$ cat config.mk
export PLATFORM = sky130hd
export DESIGN_NAME = mdl_alignp_transmit
export DESIGN_NICKNAME = d
export VERILOG_FILES = /design/src/rtl/mdl_alignp_transmit.sv
export SDC_FILE = /design/constraint.sdc
export NUM_CORES = 1
export LEC_CHECK = 0
export ABC_AREA = 1
export BUFFER_PORTS_ARGS = -buffer_cell sky130_fd_sc_hd__buf_2
export CORE_MARGIN = 2
export CORE_UTILIZATION = 37
export CTS_BUF_LIST = sky130_fd_sc_hd__clkbuf_8
export DETAILED_ROUTE_END_ITERATION = 12
export GPL_ROUTABILITY_DRIVEN = 0
export PLACE_DENSITY = 0.55
export SETUP_SLACK_MARGIN = 0.05
export SYNTH_ARGS = -nofsm -noshare
export SYNTH_HDL_FRONTEND = slang
export SYNTH_SLANG_ARGS = --single-unit
$ cat constraint.sdc
create_clock -name i_clk -period 3.01 [get_ports i_clk]
set_clock_uncertainty 0.05 [all_clocks]
set_input_delay 0.602 -clock i_clk [delete_from_list [all_inputs] [get_ports i_clk]]
set_output_delay 0.602 -clock i_clk [all_outputs]
set_load 0.005 [all_outputs]
$ cat src/rtl/mdl_alignp_transmit.sv
// Serialises a 40-bit primitive word (four 10-bit characters) onto a differential pair.
// Optional word counter output o_word_cnt is enabled by defining MDL_ALIGNP_TX_WORD_COUNT_EN.
module mdl_alignp_transmit (
    input  logic        i_clk,
    input  logic        i_rst,
    input  logic        burst_en,
    input  logic [39:0] data_p,
    output logic        tx_p,
    output logic        tx_n,
    output logic        o_word_start,
`ifdef MDL_ALIGNP_TX_WORD_COUNT_EN
    output logic [5:0]  o_bit_idx,
    output logic [15:0] o_word_cnt
`else
    output logic [5:0]  o_bit_idx
`endif
);

    // Bit counter split into character (0..3) and position within character (0..9);
    // together they name the next bit to drive.
    logic [1:0]  char_q;
    logic [3:0]  pos_q;
    logic [39:0] word_q;

    logic        at_start;
    logic [39:0] cur_word;
    logic [9:0]  cur_char;
    logic        cur_bit;
    logic [5:0]  cur_idx;

    assign at_start = (char_q == 2'd0) && (pos_q == 4'd0);

    // At a word boundary the fresh data_p is driven directly so bit 0 appears one edge later.
    assign cur_word = at_start ? data_p : word_q;

    always_comb begin
        cur_char = cur_word[9:0];
        unique case (char_q)
            2'd0: cur_char = cur_word[9:0];
            2'd1: cur_char = cur_word[19:10];
            2'd2: cur_char = cur_word[29:20];
            2'd3: cur_char = cur_word[39:30];
            default: cur_char = cur_word[9:0];
        endcase
    end

    // Each character goes out MSB first.
    assign cur_bit = cur_char[4'd9 - pos_q];
    assign cur_idx = {4'd0, char_q} * 6'd10 + {2'd0, pos_q};

    always_ff @(posedge i_clk) begin
        if (i_rst) begin
            char_q       <= 2'd0;
            pos_q        <= 4'd0;
            word_q       <= 40'd0;
            tx_p         <= 1'b0;
            tx_n         <= 1'b0;
            o_word_start <= 1'b0;
            o_bit_idx    <= 6'd0;
        end else if (!burst_en) begin
            char_q       <= 2'd0;
            pos_q        <= 4'd0;
            tx_p         <= 1'b0;
            tx_n         <= 1'b0;
            o_word_start <= 1'b0;
            o_bit_idx    <= 6'd0;
        end else begin
            if (at_start) begin
                word_q <= data_p;
            end
            tx_p         <= cur_bit;
            tx_n         <= ~cur_bit;
            o_word_start <= at_start;
            o_bit_idx    <= cur_idx;
            if (pos_q == 4'd9) begin
                pos_q  <= 4'd0;
                char_q <= char_q + 2'd1;
            end else begin
                pos_q <= pos_q + 4'd1;
            end
        end
    end

`ifdef MDL_ALIGNP_TX_WORD_COUNT_EN
    // Counts latched words; holds through idle, wraps naturally at 16 bits.
    always_ff @(posedge i_clk) begin
        if (i_rst) begin
            o_word_cnt <= 16'd0;
        end else if (burst_en && at_start) begin
            o_word_cnt <= o_word_cnt + 16'd1;
        end
    end
`endif

endmodule

After elaboration in Yosys (flattened, before gate mapping)

Cells that the tools add are included.

Add/subtract/negate cells: 4
$mul: 1
Magnitude comparators: 1
Eq/ne operators: 4
Muxes and demuxes: 4
Bitwise operators: 2
Reduce and logical (&&, ||, !) cells: 5

Operators with widths:

| operator                                                                     | number |
|---|---|
| 40-bit two-way mux                                                           | 1 |
| 10-bit case mux with 4 select lines                                          | 1 |
| 6-bit by 4-bit adder with 6-bit output                                       | 1 |
| 4-bit by 5-bit less-than comparator with 1-bit output, second input constant | 1 |
| 2-bit by 3-bit multiplier with 5-bit output, second input constant           | 1 |
| 4-bit by 1-bit adder with 4-bit output, second input constant                | 1 |
| 1-bit binary-select mux with 4-bit select                                    | 1 |
| 2-bit equality test, second input constant                                   | 2 |
| 4-bit equality test, second input constant                                   | 1 |
| 4-bit zero test                                                              | 1 |
| 4-bit subtractor, first input constant                                       | 1 |
| 3-bit OR reduction                                                           | 1 |
| 2-bit by 1-bit adder with 2-bit output, second input constant                | 1 |
| 2-bit by 1-bit equality test with 1-bit output, second input constant        | 1 |
| 2-bit zero test                                                              | 1 |
| 1-bit inverter                                                               | 2 |
| 2-bit OR reduction                                                           | 1 |
| 1-bit logical AND                                                            | 1 |
| 1-bit two-way mux                                                            | 1 |

Register bits after elaboration: 55
Output and inout port bits: 9

Longest topological paths before layout

Gate-level depths: netlist (run 1).

Word-level depth: 7
Gate-level depth with buffers: 20
Depth with buffers taken out: 18

Worst setup path after synthesis (run 1)

OpenSTA, ideal clock, no wires.

Path type: flip-flop to flip-flop
Start: register pos_q[0]
End: register tx_p
Library setup time: 117 ps
Data arrival time: 1949 ps
Data required time: 2843 ps
Setup slack: 894 ps
Cell stages (with the launch flop): 17
Clock period less this slack: 2116 ps
Cell sequence: dfxtp_1 buf_2 clkinv_1 ha_1 nand2_1 inv_2 nand2_4 buf_2 nand2_1 nand3_1 nand2_1 o21ai_0 nand3_1 nand3_1 nand3_1 nand2_1 nor2_1

Cells in the longest elaborated chain, start to end: 6

RTL lines:

| what                                        | line | source |
|---|---|---|
| start: declaration                          | 22   | `logic [3:0] pos_q;` |
| start signal: assignment                    | 79   | `pos_q <= pos_q + 4'd1;` |
| 4-bit zero test                             | 31   | `assign at_start = (char_q == 2'd0) && (pos_q == 4'd0);` |
| 1-bit logical AND                           | 31   |  |
| 40-bit two-way mux                          | --   |  |
| 10-bit case mux with 4 select lines         | 38   | `unique case (char_q)` |
| 1-bit binary-select mux with 4-bit select * | 48   | `assign cur_bit = cur_char[4'd9 - pos_q];` |
| 1-bit two-way mux (not written as such) *   | 48   |  |
| end signal: assignment                      | 71   | `tx_p <= cur_bit;` |
| end: declaration                            | 8    | `output logic tx_p,` |

Mark *: on every way between the ends. The rest lies on a longest branch, timed or not. The select of a mux whose other input is x is not followed.
A chain may end at the register's enable or synchronous reset.

Worst setup path in the final report (run 1)

Start: register char_q[1]
End: register tx_p

Cells in the longest elaborated chain, start to end: 6

RTL lines:

| what                                        | line   | source |
|---|---|---|
| start: declaration                          | 21     | `logic [1:0] char_q;` |
| start signal: assignment                    | 77     | `char_q <= char_q + 2'd1;` |
| 2-bit zero test                             | 31, 38 |  |
| 1-bit logical AND                           | 31     |  |
| 40-bit two-way mux                          | --     |  |
| 10-bit case mux with 4 select lines *       | 38     |  |
| 1-bit binary-select mux with 4-bit select * | 48     |  |
| 1-bit two-way mux (not written as such) *   | 48     |  |

Marked as above.

==> results of run 1 <==
==> cell usage in the layout (no fill, tap or decap), drive strengths merged, types with 2 or more instances in the layout <==
master,n
inv,105
xor2,2
clkinv,3
nand3,56
nand4,4
and2,24
a21oi,37
dfxtp,55
o21ai,47
nand3b,14
nand2,86
nor2,38
buf,56
ha,12
clkbuf,5
or2,2
==> kinds of logic (layout without fill, tap and decap cells) <==
family / count (synthesis) / after routing / synth area share
xor gates and xnor gates: 3 / 3 / 0.00783
DFF: 55 / 55 / 0.328
AOI/OAI and AO/OA: 90 / 90 / 0.140
and+or+nand+nor: 225 / 225 / 0.315
adders and majority gates: 13 / 13 / 0.0507
buffers and inverters: 133 / 169 / 0.155
muxes: 1 / 1 / 0.00298
==> report_power, final <==
group          leakage [nW]  internal, mW  switching, mW
logic                  1.51         0.119          0.183
clock network        0.0505         0.158          0.250
registers             0.454         0.775         0.0151
==> worst min-delay path by stage <==
stage                     startpoint         end  cells after the start
after floorplan            word_q[0]   word_q[0]                      4
after global placement    word_q[13]  word_q[13]                      4
after detailed placement  word_q[38]  word_q[38]                      4
after CTS                  word_q[9]   word_q[9]                      3
after global routing      word_q[38]  word_q[38]                      4
final                      word_q[9]   word_q[9]                      3
==> routing by layer <==
layer  vias up  GRT usage
met5         -          0
met4         0     0.0506
met3         8     0.0267
met2        54      0.299
met1      1400      0.243
li1       1689          -
==> layout make-up <==
class / instances / area [um^2]
fill: 969 / 5020
sequential: 55 / 1100
timing repair buffer: 56 / 293
inverter: 105 / 394
clock inverter: 3 / 12.5
clock buffer: 5 / 68.8
tap: 108 / 135
multi-input combinational: 332 / 1730
==> registers in the layout, indices dropped and copies added (netlist names) <==
| register | cells |
|---|---|
| tx_n | 1 |
| o_word_start | 1 |
| tx_p | 1 |
| o_bit_idx | 6 |
| pos_q | 4 |
| word_q | 40 |
| char_q | 2 |
==> worst max-delay path, cell delays in order (launching register included) <==
cell and delay, ps:
dfxtp_1 360, inv_1 230, ha_1 220, nand2_1 70, inv_2 260, nand2_4 360
nor2_1 220, a21oi_1 80, or2_1 230, nand3_1 80, nand3_1 90, nand2_1 80
nand3_1 80, nand2_1 60, nor2_1 40
==> through the flow <==
step / std cells / cell area, um^2 / utilization / worst slack [ps] / hold slack [ps]
finish: 664 / 3740 / 0.427 / 391 / 502
global route: 664 / 3740 / 0.427 / 120 / 540
CTS: 664 / 3740 / 0.427 / 359 / 505
detailed placement: 656 / 3660 / 0.417 / 380 / 490
global placement: 656 / 3660 / 0.417 / 453 / 480
floorplan: 520 / 3360 / - / 894 / 469
==> run_results.csv, run 1 <==
group,metric,value,unit
status,status,"finished, final reports clean",
drt,avgViaCountPerCell,4.75,
drt,first_pass_iters,4,
drt,num_vias,3151,
timing,rsz0062_at_grt,"false",
die,die_w,99.2,um
clocking,clock_latency,310,ps
logic_synthesis,avgSynthCellArea,6.45,um^2
run,maxCapViolCount,0,
finish,nNetsFinal,611,
logic_synthesis,synthTopCellsByArea,"dfxtp_1 33%, inv_1 11%, nand2_1 9.5%",
power_and_ir_drop,power_leakage,2.02,nW
drt,wirelength_met1,4100,um
timing,setup_violations,0,
clocking,clk_path_buf_depth,2,
logic_synthesis,async_reset_ff_frac,0,
setup_path,r2r_start,"char_q[1]",
clocking,cts_resized,0,
clocking,htreeDepth,2,
drt,first_iter_violations,151,
drt,drtAntennaViolNets,0,
clocking,clkTransAtPathRegs,100,ps
setup_path,cp.arrival,2770,ps
timing,finalCriticalPeriod,2620,ps
placed_design,place.port_buffers,51,
timing,finalSetupTns,0,ps
logic_synthesis,synth_seq_area_share,0.328,
logic_synthesis,yosysMostFrequentCell,"inv_1",
global_route,grt_usage,0.180,
setup_path,crit_fanout,45,
drt,wire_per_inst,12.7,um
setup_path,worstSetupEndpointType,"flip-flop",
power_and_ir_drop,p_total,1.50,mW
logic_synthesis,ys_types,33,
die,die_area,9850,um^2
logic_synthesis,netlist.area_leader.share,0.328,
placed_design,dp_hpwl,5820,um
die,start_util,0.383,
drt,top_layer,"met4",
drt,wl_met3,324,um
setup_path,worstPathRequired,3160,ps
setup_path,reg2regPathDepth,14,
logic_synthesis,yosysTopAreaCell,"dfxtp_1",
clocking,numCtsBuffers,5,
timing,drv_slew,0,
clocking,hold_buffers,0,
timing,hold_viol,0,
die,num_rows,34,
global_route,overflow,0,
global_route,grt_pass1_vias,3094,
timing,fmax,382,MHz
logic_synthesis,synth_edf_count,0,
power_and_ir_drop,powerDensity,401,nW/um^2
drt,route.met2.wl,3880,um
logic_synthesis,yosys_warnings,0,
timing,tightest_slew,595,ps
global_route,antenna_found_initial,0,
clocking,post_cts_buffers,0,
clocking,root_buffer,"clkbuf_8",
die,core_area,8760,um^2
setup_path,startpoint,"char_q[1]",
drt,routed_wirelength,8420,um
clocking,clock-sinks,55,
drt,post-route-drc-count,0,
logic_synthesis,synth_area,3360,um^2
logic_synthesis,ys.flop_type,"dfxtp_1",
worst_hold_path,hold_class,"reg2reg",
die,num_io_pins,52,
logic_synthesis,synth_top_cells_by_count,"102 x inv_1, 85 x nand2_1, 56 x nand3_1, 55 x dfxtp_1, 44 x o21ai_0",
die,die_h,99.2,um
global_route,grt_pass1_wl,14500,um
setup_path,endpoint,"tx_p",
timing,slew_headroom,0.603,
clocking,cts_tree,"yes",
logic_synthesis,synthCells,520,
power_and_ir_drop,ir_drop,0.167,mV
finish,syn_to_final_growth,11.4,%
finish,diodes,0,
finish,drive_gt1_frac,0.117,
logic_synthesis,mappedNetlistNets,576,
setup_path,reg2reg_slack,390,ps
setup_path,critPathKind,"reg2reg",
setup_path,r2r_end,"tx_p",
global_route,grt_max_degree,66,
logic_synthesis,ys_ff_latch,55,
setup_path,start_kind,"flip-flop",
timing,post-route-period-util,0.870,
(Power assumes the default switching activity.)
==> run 2, diff against run 1 <==
CORE_ASPECT_RATIO = 0.7   (was unset)
==> run_results.csv, run 2 (same netlist as run 1, synthesis figures left out) <==
group,metric,value,unit
status,status,"finished, final reports clean",
timing,whs,504,ps
clocking,numCtsBuffers,5,
finish,syn_to_final_growth,13.1,%
timing,setup_violations,0,
clocking,cts_resized,0,
clocking,cts_tree,"yes",
finish,nNetsFinal,611,
die,die_h,83.7,um
setup_path,start_kind,"flip-flop",
finish,final_common_cell,"inv_1",
clocking,clkTransAtPathRegs,100,ps
timing,slew_headroom,0.433,
drt,avgViaCountPerCell,4.77,
timing,finalCriticalPeriod,2450,ps
setup_path,cp.arrival,2620,ps
run,maxCapViolCount,0,
setup_path,worstSetupEndpointType,"flip-flop",
die,die_w,118,um
timing,fmax,408,MHz
timing,post-route-period-util,0.815,
worst_hold_path,hold_class,"reg2reg",
drt,wire_per_inst,13.0,um
global_route,grt_max_degree,67,
setup_path,critPathKind,"reg2reg",
finish,regMostFlops,"word_q",
finish,top_regs,"word_q: 40 flops, o_bit_idx: 6 flops, pos_q: 4 flops",
placed_design,dp_hpwl,5930,um
setup_path,crit_fanout,35,
die,num_io_pins,52,
finish,largest_register_ffs,40,
drt,first_iter_violations,200,
global_route,grt_usage,0.185,
placed_design,place.port_buffers,51,
timing,finalSetupTns,0,ps
drt,drtAntennaViolNets,0,
finish,diodes,0,
timing,rsz0062_at_grt,"false",
die,core_area,8930,um^2
die,die_area,9860,um^2
drt,routed_wirelength,8820,um
clocking,root_buffer,"clkbuf_8",
drt,first_pass_iters,6,
global_route,grt_pass1_vias,3023,
power_and_ir_drop,powerDensity,428,nW/um^2
setup_path,worstPathRequired,3180,ps
timing,hold_viol,0,
drt,post-route-drc-count,0,
power_and_ir_drop,ir_drop,0.155,mV
global_route,grt_pass1_wl,14800,um
clocking,htreeDepth,2,
die,start_util,0.376,
clocking,clk_path_buf_depth,2,
timing,drv_slew,0,
power_and_ir_drop,power_leakage,2.03,nW
clocking,clock_latency,320,ps
drt,num_vias,3243,
clocking,hold_buffers,0,
global_route,overflow,0,
die,num_rows,29,
finish,final_cell_mix,"102 x inv_1, 85 x nand2_1, 56 x nand3_1",
clocking,post_cts_buffers,0,
finish,fillers,977,
clocking,clock-sinks,55,
timing,tightest_slew,850,ps
finish,drive_gt1_frac,0.121,
global_route,antenna_found_initial,0,
-- run 2: cell types whose count changed in the layout (fill, tap and decap cells not counted), sizes merged --
| cell | change |
|---|---|
| clkbuf | +1 |
| inv | -2 |
| bufinv | +1 |
-- run 2: cell type report --
class                           count  area (um^2)  area share
Clock buffer                        6         82.6      0.0218
Tap cell                          124          155      0.0409
Multi-Input combinational cell    332         1730       0.457
Sequential cell                    55         1100       0.290
Clock inverter                      2         35.0     0.00923
Timing Repair Buffer               56          293      0.0772
Inverter                          105          394       0.104
-- run 2: routing by layer --
metal  up-vias  global-route usage  routed length (um)
met5         -                   0                   0
met4         0              0.0427                  86
met3        10              0.0396                 527
met2        69               0.287                3710
met1      1473               0.261                4500
li1       1691                   -                   -
-- run 2: final timing paths --
| kind | slack [ps] | startpoint | depth (start not counted) | endpoint |
|---|---|---|---|---|
| min reg2reg | 500 | word_q[9] | 3 | word_q[9] |
| min | 500 | word_q[9] | 3 | word_q[9] |
| max | 560 | char_q[1] | 14 | tx_p |
| max reg2reg | 560 | char_q[1] | 14 | tx_p |
-- run 2: critical path: stages (launching register included) --
cell      delay (ps)
dfxtp_1          360
inv_1            240
ha_1             220
nand2_1           60
inv_2             70
buf_4            360
nand3b_1         150
nand3_1          110
nand2_1           50
o21ai_0          240
nand3_1          120
nand3_1          110
nand3_1          100
nand2_1           70
nor2_1            30
-- run 2: power breakdown --
| group | switching, mW | internal (mW) |
|---|---|---|
| Clock | 0.258 | 0.270 |
| Sequential | 0.0151 | 0.775 |
| Combinational | 0.187 | 0.120 |
-- run 2: metrics by stage --
| step | cell area (um^2) | setup slack, ps | instances | utilization | total power [mW] |
|---|---|---|---|---|---|
| 2_1_floorplan | 3360 | 894 | 520 | - | 1.03 |
| 3_3_place_gp | 3680 | 535 | 672 | 0.412 | 1.10 |
| 3_5_place_dp | 3680 | 574 | 672 | 0.412 | 1.11 |
| 4_1_cts | 3790 | 541 | 680 | 0.425 | 1.64 |
| 5_1_grt | 3790 | 251 | 680 | 0.425 | 1.73 |
| 6_report | 3790 | 557 | 680 | 0.425 | 1.62 |
